<file path="src/rtl/hazard_scoreboard_unit.sv">
// rtl/hazard_scoreboard_unit.sv - ID-stage hazard unit with in-flight load scoreboard
// Optional stall/freeze performance counters are enabled by defining HAZARD_PERF_CNT_EN.
module hazard_scoreboard_unit #(
    parameter int REG_ADDR_W = 4,
    parameter int NUM_SRC    = 3,
    parameter int LOAD_LAT   = 1,
    parameter int CNT_W      = 32
) (
    input  logic                          clk,
    input  logic                          rst,
    input  logic                          forward_enb,
    input  logic [NUM_SRC*REG_ADDR_W-1:0] src_addr,
    input  logic [NUM_SRC-1:0]            src_used,
    input  logic [REG_ADDR_W-1:0]         exe_dest,
    input  logic                          exe_wb_en,
    input  logic                          exe_mem_read,
    input  logic [REG_ADDR_W-1:0]         mem_dest,
    input  logic                          mem_wb_en,
    input  logic                          mem_mem_read,
    input  logic                          sram_ready,
    output logic                          hazard,
    output logic                          freeze,
`ifdef HAZARD_PERF_CNT_EN
    input  logic                          clear_cnt,
    output logic [CNT_W-1:0]              stall_cycles,
    output logic [CNT_W-1:0]              freeze_cycles,
`endif
    output logic                          load_pending
);

    // A load still in MEM is only unforwardable when the SRAM adds latency.
    localparam logic MEM_LOAD_STALLS = (LOAD_LAT > 0);

    function automatic logic src_match(
        input logic [NUM_SRC*REG_ADDR_W-1:0] addrs,
        input logic [NUM_SRC-1:0]            used,
        input logic [REG_ADDR_W-1:0]         dest
    );
        logic m;
        m = 1'b0;
        for (int i = 0; i < NUM_SRC; i++) begin
            m = m | (used[i] && (addrs[i*REG_ADDR_W +: REG_ADDR_W] == dest));
        end
        return m;
    endfunction

    logic advance;
    logic exe_hit;
    logic mem_hit;
    logic pend_hit_fwd;

    assign freeze  = ~sram_ready;
    assign advance = ~freeze;
    assign exe_hit = exe_wb_en && src_match(src_addr, src_used, exe_dest);
    assign mem_hit = mem_wb_en && src_match(src_addr, src_used, mem_dest);

    always_comb begin
        hazard = 1'b0;
        if (forward_enb) begin
            hazard = (exe_hit && exe_mem_read)
                   || (MEM_LOAD_STALLS && mem_hit && mem_mem_read)
                   || pend_hit_fwd;
        end else begin
            hazard = exe_hit || mem_hit;
        end
    end

    generate
        if (LOAD_LAT > 0) begin : g_sb
            logic [LOAD_LAT-1:0] vld_q;
            logic [LOAD_LAT-1:0] vld_d;

            always_comb begin
                vld_d = vld_q;
                if (advance) begin
                    vld_d[0] = mem_mem_read && mem_wb_en;
                    for (int k = 1; k < LOAD_LAT; k++) begin
                        vld_d[k] = vld_q[k-1];
                    end
                end
            end

            always_ff @(posedge clk) begin
                if (rst) begin
                    vld_q <= '0;
                end else begin
                    vld_q <= vld_d;
                end
            end

            assign load_pending = |vld_q;

            // The last slot is forwardable, so its destination is never stored.
            if (LOAD_LAT > 1) begin : g_dest
                logic [REG_ADDR_W-1:0] dest_q [LOAD_LAT-1];
                logic [REG_ADDR_W-1:0] dest_d [LOAD_LAT-1];

                always_comb begin
                    dest_d = dest_q;
                    if (advance) begin
                        dest_d[0] = mem_dest;
                        for (int k = 1; k < LOAD_LAT-1; k++) begin
                            dest_d[k] = dest_q[k-1];
                        end
                    end
                end

                always_ff @(posedge clk) begin
                    dest_q <= dest_d;
                end

                always_comb begin
                    pend_hit_fwd = 1'b0;
                    for (int k = 0; k < LOAD_LAT-1; k++) begin
                        pend_hit_fwd = pend_hit_fwd
                                     | (vld_q[k] && src_match(src_addr, src_used, dest_q[k]));
                    end
                end
            end else begin : g_no_dest
                assign pend_hit_fwd = 1'b0;
            end
        end else begin : g_no_sb
            assign load_pending = 1'b0;
            assign pend_hit_fwd = 1'b0;
        end
    endgenerate

`ifdef HAZARD_PERF_CNT_EN
    localparam logic [CNT_W-1:0] CNT_ONE = 1;

    logic [CNT_W-1:0] stall_cnt_q;
    logic [CNT_W-1:0] stall_cnt_d;
    logic [CNT_W-1:0] freeze_cnt_q;
    logic [CNT_W-1:0] freeze_cnt_d;

    always_comb begin
        stall_cnt_d  = stall_cnt_q;
        freeze_cnt_d = freeze_cnt_q;
        if (clear_cnt) begin
            stall_cnt_d  = '0;
            freeze_cnt_d = '0;
        end else begin
            if (hazard && !freeze && !(&stall_cnt_q)) begin
                stall_cnt_d = stall_cnt_q + CNT_ONE;
            end
            if (freeze && !(&freeze_cnt_q)) begin
                freeze_cnt_d = freeze_cnt_q + CNT_ONE;
            end
        end
    end

    always_ff @(posedge clk) begin
        if (rst) begin
            stall_cnt_q  <= '0;
            freeze_cnt_q <= '0;
        end else begin
            stall_cnt_q  <= stall_cnt_d;
            freeze_cnt_q <= freeze_cnt_d;
        end
    end

    assign stall_cycles  = stall_cnt_q;
    assign freeze_cycles = freeze_cnt_q;
`endif

endmodule

</file>
<file path="config.mk">
export PLATFORM = sky130hd
export DESIGN_NAME = hazard_scoreboard_unit
export DESIGN_NICKNAME = d
export VERILOG_FILES = /design/src/rtl/hazard_scoreboard_unit.sv
export SDC_FILE = /design/constraint.sdc
export NUM_CORES = 1
export LEC_CHECK = 0
export CAP_MARGIN = 20
export CORE_AREA = 5 5 42 44
export CTS_CLUSTER_SIZE = 20
export DETAILED_ROUTE_END_ITERATION = 10
export DIE_AREA = 0 0 47 49
export PLACE_DENSITY = 0.79
export SKIP_CTS_REPAIR_TIMING = 1
export SKIP_LAST_GASP = 1
export SLEW_MARGIN = 20
export SYNTH_ARGS = -nofsm -noshare
export SYNTH_HDL_FRONTEND = slang
export SYNTH_SLANG_ARGS = --single-unit
</file>
<file path="constraint.sdc">
create_clock -name clk -period 2.2 [get_ports clk]
set_input_delay 0.44 -clock clk [delete_from_list [all_inputs] [get_ports clk]]
set_output_delay 0.44 -clock clk [all_outputs]
set_load 0.01 [all_outputs]
</file>
==> flow_summary_export.csv, run 1 <==
group,metric,value,unit
pwr,pwr-share-clk,0,%
floorplanning,boundaryPins,34,
worst_hold_path,hold_path_startpoint,"load_pending",
timing,setup_viol_count_final,0,
drt,drt-wirelength-per-cell,15.02,um
pwr,p_leak,0.3634,nW
setup_path,worstSetupPathType,"input pin to output port",
timing,max_slew.worst_pin.slew,0.2598,ns
synth,ys_ff_latch,1,
synth,synth.area.top_cells,"xnor2_1 (31%), xor2_1 (31%), dfxtp_1 (5.8%)",
setup_path,worst_r2r_path_depth,2,
worst_hold_path,hold_depth,2,
setup_path,crit_required,1.76,ns
final_layout,postLayoutCellArea,788.3,um2
final_layout,largest_reg_flops,1,
drt,viasPerCell,4.931,
placement,post-dp-hpwl,1.212,mm
pwr,power_frac_seq,12.2,%
global_route,grt_max_degree,4,
pwr,power.internal,0.1037,mW
synth,yosysSeqAreaShare,5.818,%
drt,drtIter0Drc,4,
clocking,insertion_delay,0,ns
timing,period_minus_slack,2.183,ns
global_route,grt-ovfl-total,0,
global_route,antenna_found_initial,0,
floorplanning,die_h,49,um
timing,fmax,0.4581,GHz
timing,maxSlewHeadroom,82.52,%
timing,tns,0,ns
worst_hold_path,min_to,"load_pending",
synth,async_reset_ff_share,0,%
setup_path,rr_endpoint,"load_pending",
global_route,grt_pass1_vias,488,
synth,yosys_warnings,0,
synth,yosysTopAreaCell,"xnor2_1",
drt,drt_wl_total,1.517,mm
timing,hold_viol,0,
placement,placed_cell_area,747.0,um2
final_layout,fin_nets,118,
setup_path,reg2reg_from,"load_pending",
timing,finalClockSkew,0,ns
synth,synth_edf_count,0,
timing,slew_violations,0,
final_layout,post_route_cells_drive_above_1_share,16.47,%
drt,dr_total_vias,498,
synth,synthesis.nets,76,
placement,port_buffers,33,
synth,synth_top_area_share,30.55,%
floorplanning,rows,14,
drt,route.detailed.drc,0,
synth,ys_types,14,
pwr,ir_worst_vdd,0.07111,mV
setup_path,r2r_slack,1.67,ns
pwr,combPwrFrac,87.8,%
drt,ant_nets,0,
placement,gp_congestion,0.7972,
job,cap_viol_max_count,0,
setup_path,critPathLaunchType,"input pin",
global_route,gr-usage-all-layers,10.32,%
floorplanning,start_util,24.55,%
synth,mappedNetlistArea,344.1,um2
clocking,path_clk_slew,0,ns
global_route,grt_pass1_wl,1.856,mm
floorplanning,dieWidth,47,um
synth,synth_top_cells_by_count,"xnor2_1 (12), xor2_1 (12), a31oi_1 (3), nand4_1 (3), nor3_1 (3)",
setup_path,arrival,1.74,ns
setup_path,endpoint_kind,"output port",
synth,syn_avg_cell_area,7.646,um2
pwr,p_total,0.1597,mW
status,status,"finished, final reports clean",
final_layout,syn2layout_area_growth,129.1,%
setup_path,cp_max_fo,2,
worst_hold_path,hp-class,"register to register",
timing,fin_crit_sh,99.23,%
final_layout,antenna_cells,0,
synth,synth_flop_cell,"dfxtp_1",
pwr,p_sw,0.05597,mW
floorplanning,dieArea,0.002303,mm2
floorplanning,core,0.001401,mm2
pwr,power_density,202.6,mW/mm2
drt,dr.pass1.iters,3,
synth,syn_inst,45,
pwr,swShare,35.04,%
[logic make-up after synthesis]
logic type / share of synthesized area, %
AOI/OAI and AO/OA: 9.815
xor gates and xnor gates: 61.09
buffers and inverters: 2.183
DFF: 5.818
and+or+nand+nor: 21.09
[power by group through the flow]
| stage | Combinational (mW) | Clock (mW) | Sequential [mW] |
|---|---|---|---|
| 2_1_floorplan | 0.0443 | 0 | 0.0199 |
| 3_3_place_gp | 0.134 | 0 | 0.0195 |
| 3_5_place_dp | 0.136 | 0 | 0.0195 |
| 4_1_cts | 0.137 | 0 | 0.0195 |
| 5_1_grt | 0.149 | 0 | 0.0195 |
| 6_report | 0.140 | 0 | 0.0195 |
[worst max path at each step]
stage | startpoint | end | slack [ns] | depth (start not counted)
global placement | exe_dest[3] | hazard | -0.37 | 6
floorplan | forward_enb | hazard | 0.69 | 5
detailed placement | exe_dest[3] | hazard | -0.41 | 6
finish | src_addr[3] | hazard | 0.02 | 6
global route | src_addr[3] | hazard | -0.06 | 6
CTS | exe_dest[3] | hazard | -0.41 | 6
[worst max-delay path, stage by stage]
cell             delay (ns)
clkdlybuf4s50_1        0.45
xor2_1                 0.17
nor4_2                 0.32
a31oi_1                0.14
nand3_1                0.10
clkbuf_2               0.13
[layout make-up]
type                            count  area [um2]
Fill cell                         130       613.1
Inverter                            2       7.507
Multi-Input combinational cell     42       340.3
Sequential cell                     1       20.02
Tap cell                           16       20.02
Timing Repair Buffer               40       400.4
[layout by cell type, fill, tap and decap left out]
master           netlist  routed
a21oi_1                1       1
a31oi_1                3       3
buf_4                  0       7
clkbuf_2               0       1
clkdlybuf4s50_1        0      23
dfxtp_1                1       1
dlymetal6s2s_1         0       9
inv_1                  2       2
nand2_1                1       1
nand3_1                2       2
nand4_1                3       3
nor3_1                 3       1
nor3_2                 0       2
nor4_1                 2       1
nor4_2                 1       2
o21ai_2                0       2
xnor2_1               12      12
xor2_1                12      12
[routing by layer]
metal	track usage, %	wire [um]	up-vias
li1	-	-	241
met1	9.348	500	228
met2	20.81	794	27
met3	2.583	201	2
met4	2.304	21	0
met5	0	0	-
[stage by stage]
| step | setup WS [ns] | cells | util (%) | hold slack [ns] |
|---|---|---|---|---|
| after floorplan | 0.6949 | 45 | - | 0.4700 |
| after global placement | -0.3691 | 101 | 53.30 | 0.4371 |
| after detailed placement | -0.4072 | 101 | 53.30 | 0.4450 |
| after CTS | -0.4052 | 101 | 53.30 | 0.4465 |
| after global routing | -0.05936 | 101 | 56.25 | 0.4603 |
| final | 0.01694 | 101 | 56.25 | 0.4503 |
Power figures use the tool's default switching activity.
==> run 2: changes to the inputs <==
--- a/config.mk
+++ b/config.mk
@@ -6,10 +6,11 @@
 export NUM_CORES = 1
 export LEC_CHECK = 0
 export CAP_MARGIN = 20
-export CORE_AREA = 5 5 42 44
+export CORE_AREA = 2 2 39 41
 export CTS_CLUSTER_SIZE = 20
 export DETAILED_ROUTE_END_ITERATION = 10
-export DIE_AREA = 0 0 47 49
+export DIE_AREA = 0 0 41 43
+export MAX_ROUTING_LAYER = met4
 export PLACE_DENSITY = 0.79
 export SKIP_CTS_REPAIR_TIMING = 1
 export SKIP_LAST_GASP = 1
==> flow_summary_export.csv, run 2 (synthesized netlist as in run 1, its figures left out) <==
group,metric,value,unit
drt,drt_wl_total,1.143,mm
setup_path,critPathLaunchType,"input pin",
timing,max_slew.worst_pin.slew,0.2343,ns
timing,finalClockSkew,0,ns
setup_path,cpPeakStageDelay,0.55,ns
placement,dp_cells,99,
placement,post-dp-hpwl,1.019,mm
timing,fmax,0.4730,GHz
drt,drt-wirelength-per-cell,11.55,um
final_layout,postLayoutCellArea,759.5,um2
final_layout,finalNonFillerCells,99,
drt,viasPerCell,4.727,
setup_path,worstSetupPathType,"input pin to output port",
floorplanning,start_util,24.86,%
placement,port_buffers,33,
setup_path,endpoint_kind,"output port",
global_route,antenna_found_initial,0,
global_route,gr-usage-all-layers,14.23,%
global_route,grt_pass1_wl,1.787,mm
setup_path,arrival,1.67,ns
placement,placed_cell_area,732.0,um2
final_layout,syn2layout_area_growth,120.7,%
floorplanning,rows,14,
placement,gp_congestion,0.7733,
timing,setup_viol_count_final,0,
timing,slew_violations,0,
timing,period_minus_slack,2.114,ns
final_layout,layout_common_cells,"clkdlybuf4s50_1 (22), xnor2_1 (12), xor2_1 (12)",
final_layout,mostFrequentLayoutCell,"clkdlybuf4s50_1",
pwr,ir_worst_vdd,0.06702,mV
pwr,power_density,198.3,mW/mm2
final_layout,fin_nets,116,
clocking,path_clk_slew,0,ns
setup_path,crit_required,1.76,ns
drt,dr.pass1.iters,3,
timing,rsz0062_at_grt,"no",
final_layout,antenna_cells,0,
drt,dr_total_vias,468,
timing,fin_crit_sh,96.10,%
timing,hold_viol,0,
drt,drtIter0Drc,4,
setup_path,cp_max_fo,3,
global_route,grt_pass1_vias,460,
floorplanning,dieWidth,41,um
final_layout,largest_reg_flops,1,
timing,maxSlewHeadroom,84.23,%
timing,tns,0,ns
drt,route.detailed.drc,0,
setup_path,cp_slowest_cell,"clkdlybuf4s50_1",
setup_path,crit_chain,"clkdlybuf4s50_1 > xnor2_1 > nand4_1 > nor3_1 > a31oi_1 > nand3_1 > clkbuf_2",
job,cap_viol_max_count,0,
floorplanning,die_h,43,um
final_layout,post_route_cells_drive_above_1_share,10.84,%
global_route,grt_max_degree,4,
drt,ant_nets,0,
status,status,"finished, final reports clean",
floorplanning,core,0.001384,mm2
clocking,insertion_delay,0,ns
worst_hold_path,hp-class,"register to register",
floorplanning,boundaryPins,34,
pwr,p_leak,0.3605,nW
floorplanning,dieArea,0.001763,mm2
global_route,grt-ovfl-total,0,
## run 2: cell count changes in the layout (fill, tap and decap cells not counted)
cell,previous run,this run
buf_4,7,5
nor4_2,2,1
dlymetal6s2s_1,9,10
clkdlybuf4s50_1,23,22
nor4_1,1,2
nor3_1,1,3
nor3_2,2,0
## run 2: metrics by stage
stage / power (mW) / hold WS (ns) / utilization [%] / setup slack [ns]
finish: 0.1506 / 0.4478 / 54.88 / 0.08585
global route: 0.1618 / 0.4832 / 54.88 / 0.0007215
CTS: 0.1532 / 0.4486 / 52.89 / -0.3626
detailed placement: 0.1524 / 0.4550 / 52.89 / -0.3642
global placement: 0.1511 / 0.4384 / 52.89 / -0.3622
floorplan: 0.06416 / 0.4700 / - / 0.6949
## run 2: worst paths after layout
path              slack [ns]         start            to  cells past startpoint
setup / recovery        0.09   mem_dest[2]        hazard                      7
hold / removal          0.45  load_pending  load_pending                      2
setup reg to reg        1.66  load_pending  load_pending                      2
hold reg to reg         0.45  load_pending  load_pending                      2
## run 2: layout make-up
cell class / instances / area (um2)
timing repair buffer: 38 / 387.9
fill: 134 / 624.3
multi-input combinational: 42 / 324.1
sequential: 1 / 20.02
inverter: 2 / 7.507
tap: 16 / 20.02
## run 2: worst max-delay path: cells and delay by family
kind	cells	cell delay [ns]
buffers and inverters	2	0.69
and+or+nand+nor	3	0.35
xor gates and xnor gates	1	0.14
AOI/OAI and AO/OA	1	0.06
## run 2: power by group
part           switching (mW)  internal [mW]  total (mW)
Sequential           0.000320         0.0192      0.0195
Clock                       0              0           0
Combinational          0.0496         0.0815       0.131
## run 2: metal layers
| layer | up-vias | part of all wire (%) | global-route usage [%] |
|---|---|---|---|
| li1 | 235 | - | - |
| met1 | 212 | 35 | 14.87 |
| met2 | 21 | 54 | 28.44 |
| met3 | 0 | 11 | 0.5236 |
| met4 | 0 | 0 | 0 |
| met5 | - | 0 | - |
==> run 3: changes to the inputs <==
--- a/config.mk
+++ b/config.mk
@@ -5,13 +5,15 @@
 export SDC_FILE = /design/constraint.sdc
 export NUM_CORES = 1
 export LEC_CHECK = 0
+export ABC_AREA = 1
 export CAP_MARGIN = 20
-export CORE_AREA = 2 2 39 41
+export CELL_PAD_IN_SITES_DETAIL_PLACEMENT = 0
+export CELL_PAD_IN_SITES_GLOBAL_PLACEMENT = 2
+export CORE_AREA = 2 2 62 64
 export CTS_CLUSTER_SIZE = 20
 export DETAILED_ROUTE_END_ITERATION = 10
-export DIE_AREA = 0 0 41 43
-export MAX_ROUTING_LAYER = met4
-export PLACE_DENSITY = 0.79
+export DIE_AREA = 0 0 64 66
+export PLACE_DENSITY = 0.85
 export SKIP_CTS_REPAIR_TIMING = 1
 export SKIP_LAST_GASP = 1
 export SLEW_MARGIN = 20
==> flow_summary_export.csv, run 3 <==
group,metric,value,unit
setup_path,arrival,1.67,ns
setup_path,worstSetupPathType,"input pin to output port",
pwr,power_density,185.1,mW/mm2
clocking,insertion_delay,0,ns
drt,routed-wl-met3,83,um
final_layout,fin_nets,173,
floorplanning,dieWidth,64,um
final_layout,final_util,24.98,%
timing,tns,0,ns
global_route,grt_pass1_wl,2.601,mm
synth,synth_top_cells_by_count,"nand2_1 (49), nor2_1 (17), inv_1 (13), nand3_1 (8), inv_2 (6)",
timing,finalClockSkew,0,ns
synth,ys_ff_latch,1,
final_layout,post_route_cells_drive_above_1_share,10.00,%
final_layout,postLayoutCellArea,887.1,um2
synth,synthesis.nets,138,
timing,period_minus_slack,2.113,ns
setup_path,critPathLaunchType,"input pin",
synth,syn_avg_cell_area,4.432,um2
job,cap_viol_max_count,0,
timing,slew_violations,0,
global_route,grt_max_degree,6,
final_layout,finalNonFillerCells,188,
synth,synth.area.top_cells,"nand2_1 (39%), nor2_1 (13%), inv_1 (10%)",
setup_path,crit_path_start,"src_addr[4]",
setup_path,cp_max_fo,3,
global_route,grt_pass1_vias,583,
global_route,gr-usage-all-layers,7.487,%
drt,drtIter0Drc,14,
timing,maxSlewHeadroom,83.64,%
synth,yosysTopAreaCell,"nand2_1",
floorplanning,boundaryPins,34,
synth,yosysSeqAreaShare,4.222,%
drt,drt_wl_total,1.635,mm
global_route,antenna_found_initial,0,
setup_path,r2r_slack,1.64,ns
drt,wl_met2,732,um
setup_path,worst_r2r_path_depth,2,
synth,synth_edf_count,0,
synth,yosysMostFrequentCell,"nand2_1",
drt,routed.top_layer,"met3",
setup_path,endpoint_kind,"output port",
pwr,p_total,0.1642,mW
placement,placed_cell_area,864.6,um2
synth,mappedNetlistArea,474.2,um2
floorplanning,start_util,13.35,%
timing,hold_viol,0,
floorplanning,die_h,66,um
timing,worst_slack,0.08718,ns
setup_path,reg2reg_from,"load_pending",
drt,drt-wirelength-per-cell,8.697,um
synth,ys_types,12,
global_route,grt-ovfl-total,0,
timing,hold_ws,0.4567,ns
clocking,path_clk_slew,0,ns
placement,post-dp-hpwl,1.459,mm
drt,met1_length,819,um
synth,async_reset_ff_share,0,%
timing,rsz0062_at_grt,"no",
timing,fmax,0.4733,GHz
synth,yosys_warnings,0,
setup_path,crit_required,1.76,ns
drt,ant_nets,0,
synth,syn_inst,107,
pwr,p_leak,0.5019,nW
final_layout,antenna_cells,0,
setup_path,setup.worst_path.end,"hazard",
floorplanning,dieArea,0.004224,mm2
status,status,"finished, final reports clean",
placement,gp_congestion,0.8197,
pwr,ir_worst_vdd,0.05375,mV
worst_hold_path,hp-class,"register to register",
timing,fin_crit_sh,96.04,%
drt,dr_total_vias,688,
timing,max_slew.worst_pin.slew,0.2436,ns
final_layout,syn2layout_area_growth,87.07,%
placement,dp_cells,188,
drt,viasPerCell,3.660,
drt,route.detailed.drc,0,
synth,synth_flop_cell,"dfxtp_1",
drt,dr.pass1.iters,4,
floorplanning,core,0.003551,mm2
floorplanning,rows,22,
final_layout,layout_common_cells,"nand2_1 (49), clkdlybuf4s50_1 (26), nor2_1 (14)",
synth,synth_top_area_share,38.79,%
final_layout,mostFrequentLayoutCell,"nand2_1",
timing,setup_viol_count_final,0,
placement,preCtsSetupSlack,-0.3699,ns
placement,port_buffers,33,
final_layout,largest_reg_flops,1,
setup_path,rr_endpoint,"load_pending",
run 3: cell types whose count changed after synthesis, moves of 3 or more:
cell and delta:
a31oi_1 -3, inv_1 +11, inv_2 +6, nand2_1 +48
nand3_1 +6, nand4_1 -3, nor2_1 +17, nor3_1 -3
xnor2_1 -7, xor2_1 -12
run 3: kinds of logic after synthesis:
kind of cell | count (synthesis) | synth area share [%]
DFF | 1 | 4.222
xor gates and xnor gates | 5 | 9.234
and+or+nand+nor | 76 | 64.12
buffers and inverters | 19 | 15.04
AOI/OAI and AO/OA | 6 | 7.385
run 3: how the worst min path moves through the flow:
| stage | start | endpoint | cells after the start |
|---|---|---|---|
| final | load_pending | load_pending | 2 |
| after global routing | load_pending | load_pending | 2 |
| after CTS | load_pending | load_pending | 2 |
| after detailed placement | load_pending | load_pending | 2 |
| after global placement | load_pending | load_pending | 2 |
| after floorplan | load_pending | load_pending | 2 |
run 3: layer usage:
metal	global-route usage, %	vias up
met3	0.8518	0
li1	-	387
met5	0	-
met4	0	0
met2	12.24	14
met1	11.09	287
run 3: where the power goes:
part | internal [mW] | total [mW] | switching (mW)
clock | 0 | 0 | 0
combinational | 0.0785 | 0.145 | 0.0662
sequential | 0.0192 | 0.0195 | 0.000332
total | 0.0977 | 0.164 | 0.0665
run 3: final cells by class:
cell class	instances	area [um2]
fillers	420	2664
flip-flops and latches	1	20.02
repair buffers	33	340.3
multi-input cells	87	395.4
well taps	48	60.06
inverters	19	71.32
run 3: critical path, cell delays in order:
cell and delay (ns):
clkdlybuf4s50_1 0.52, inv_1 0.07, nand2_1 0.05, nand2_1 0.06, nor2_2 0.13, nand3_1 0.09, nand3_2 0.09, nand2_1 0.05
nand2_1 0.06, clkbuf_2 0.12
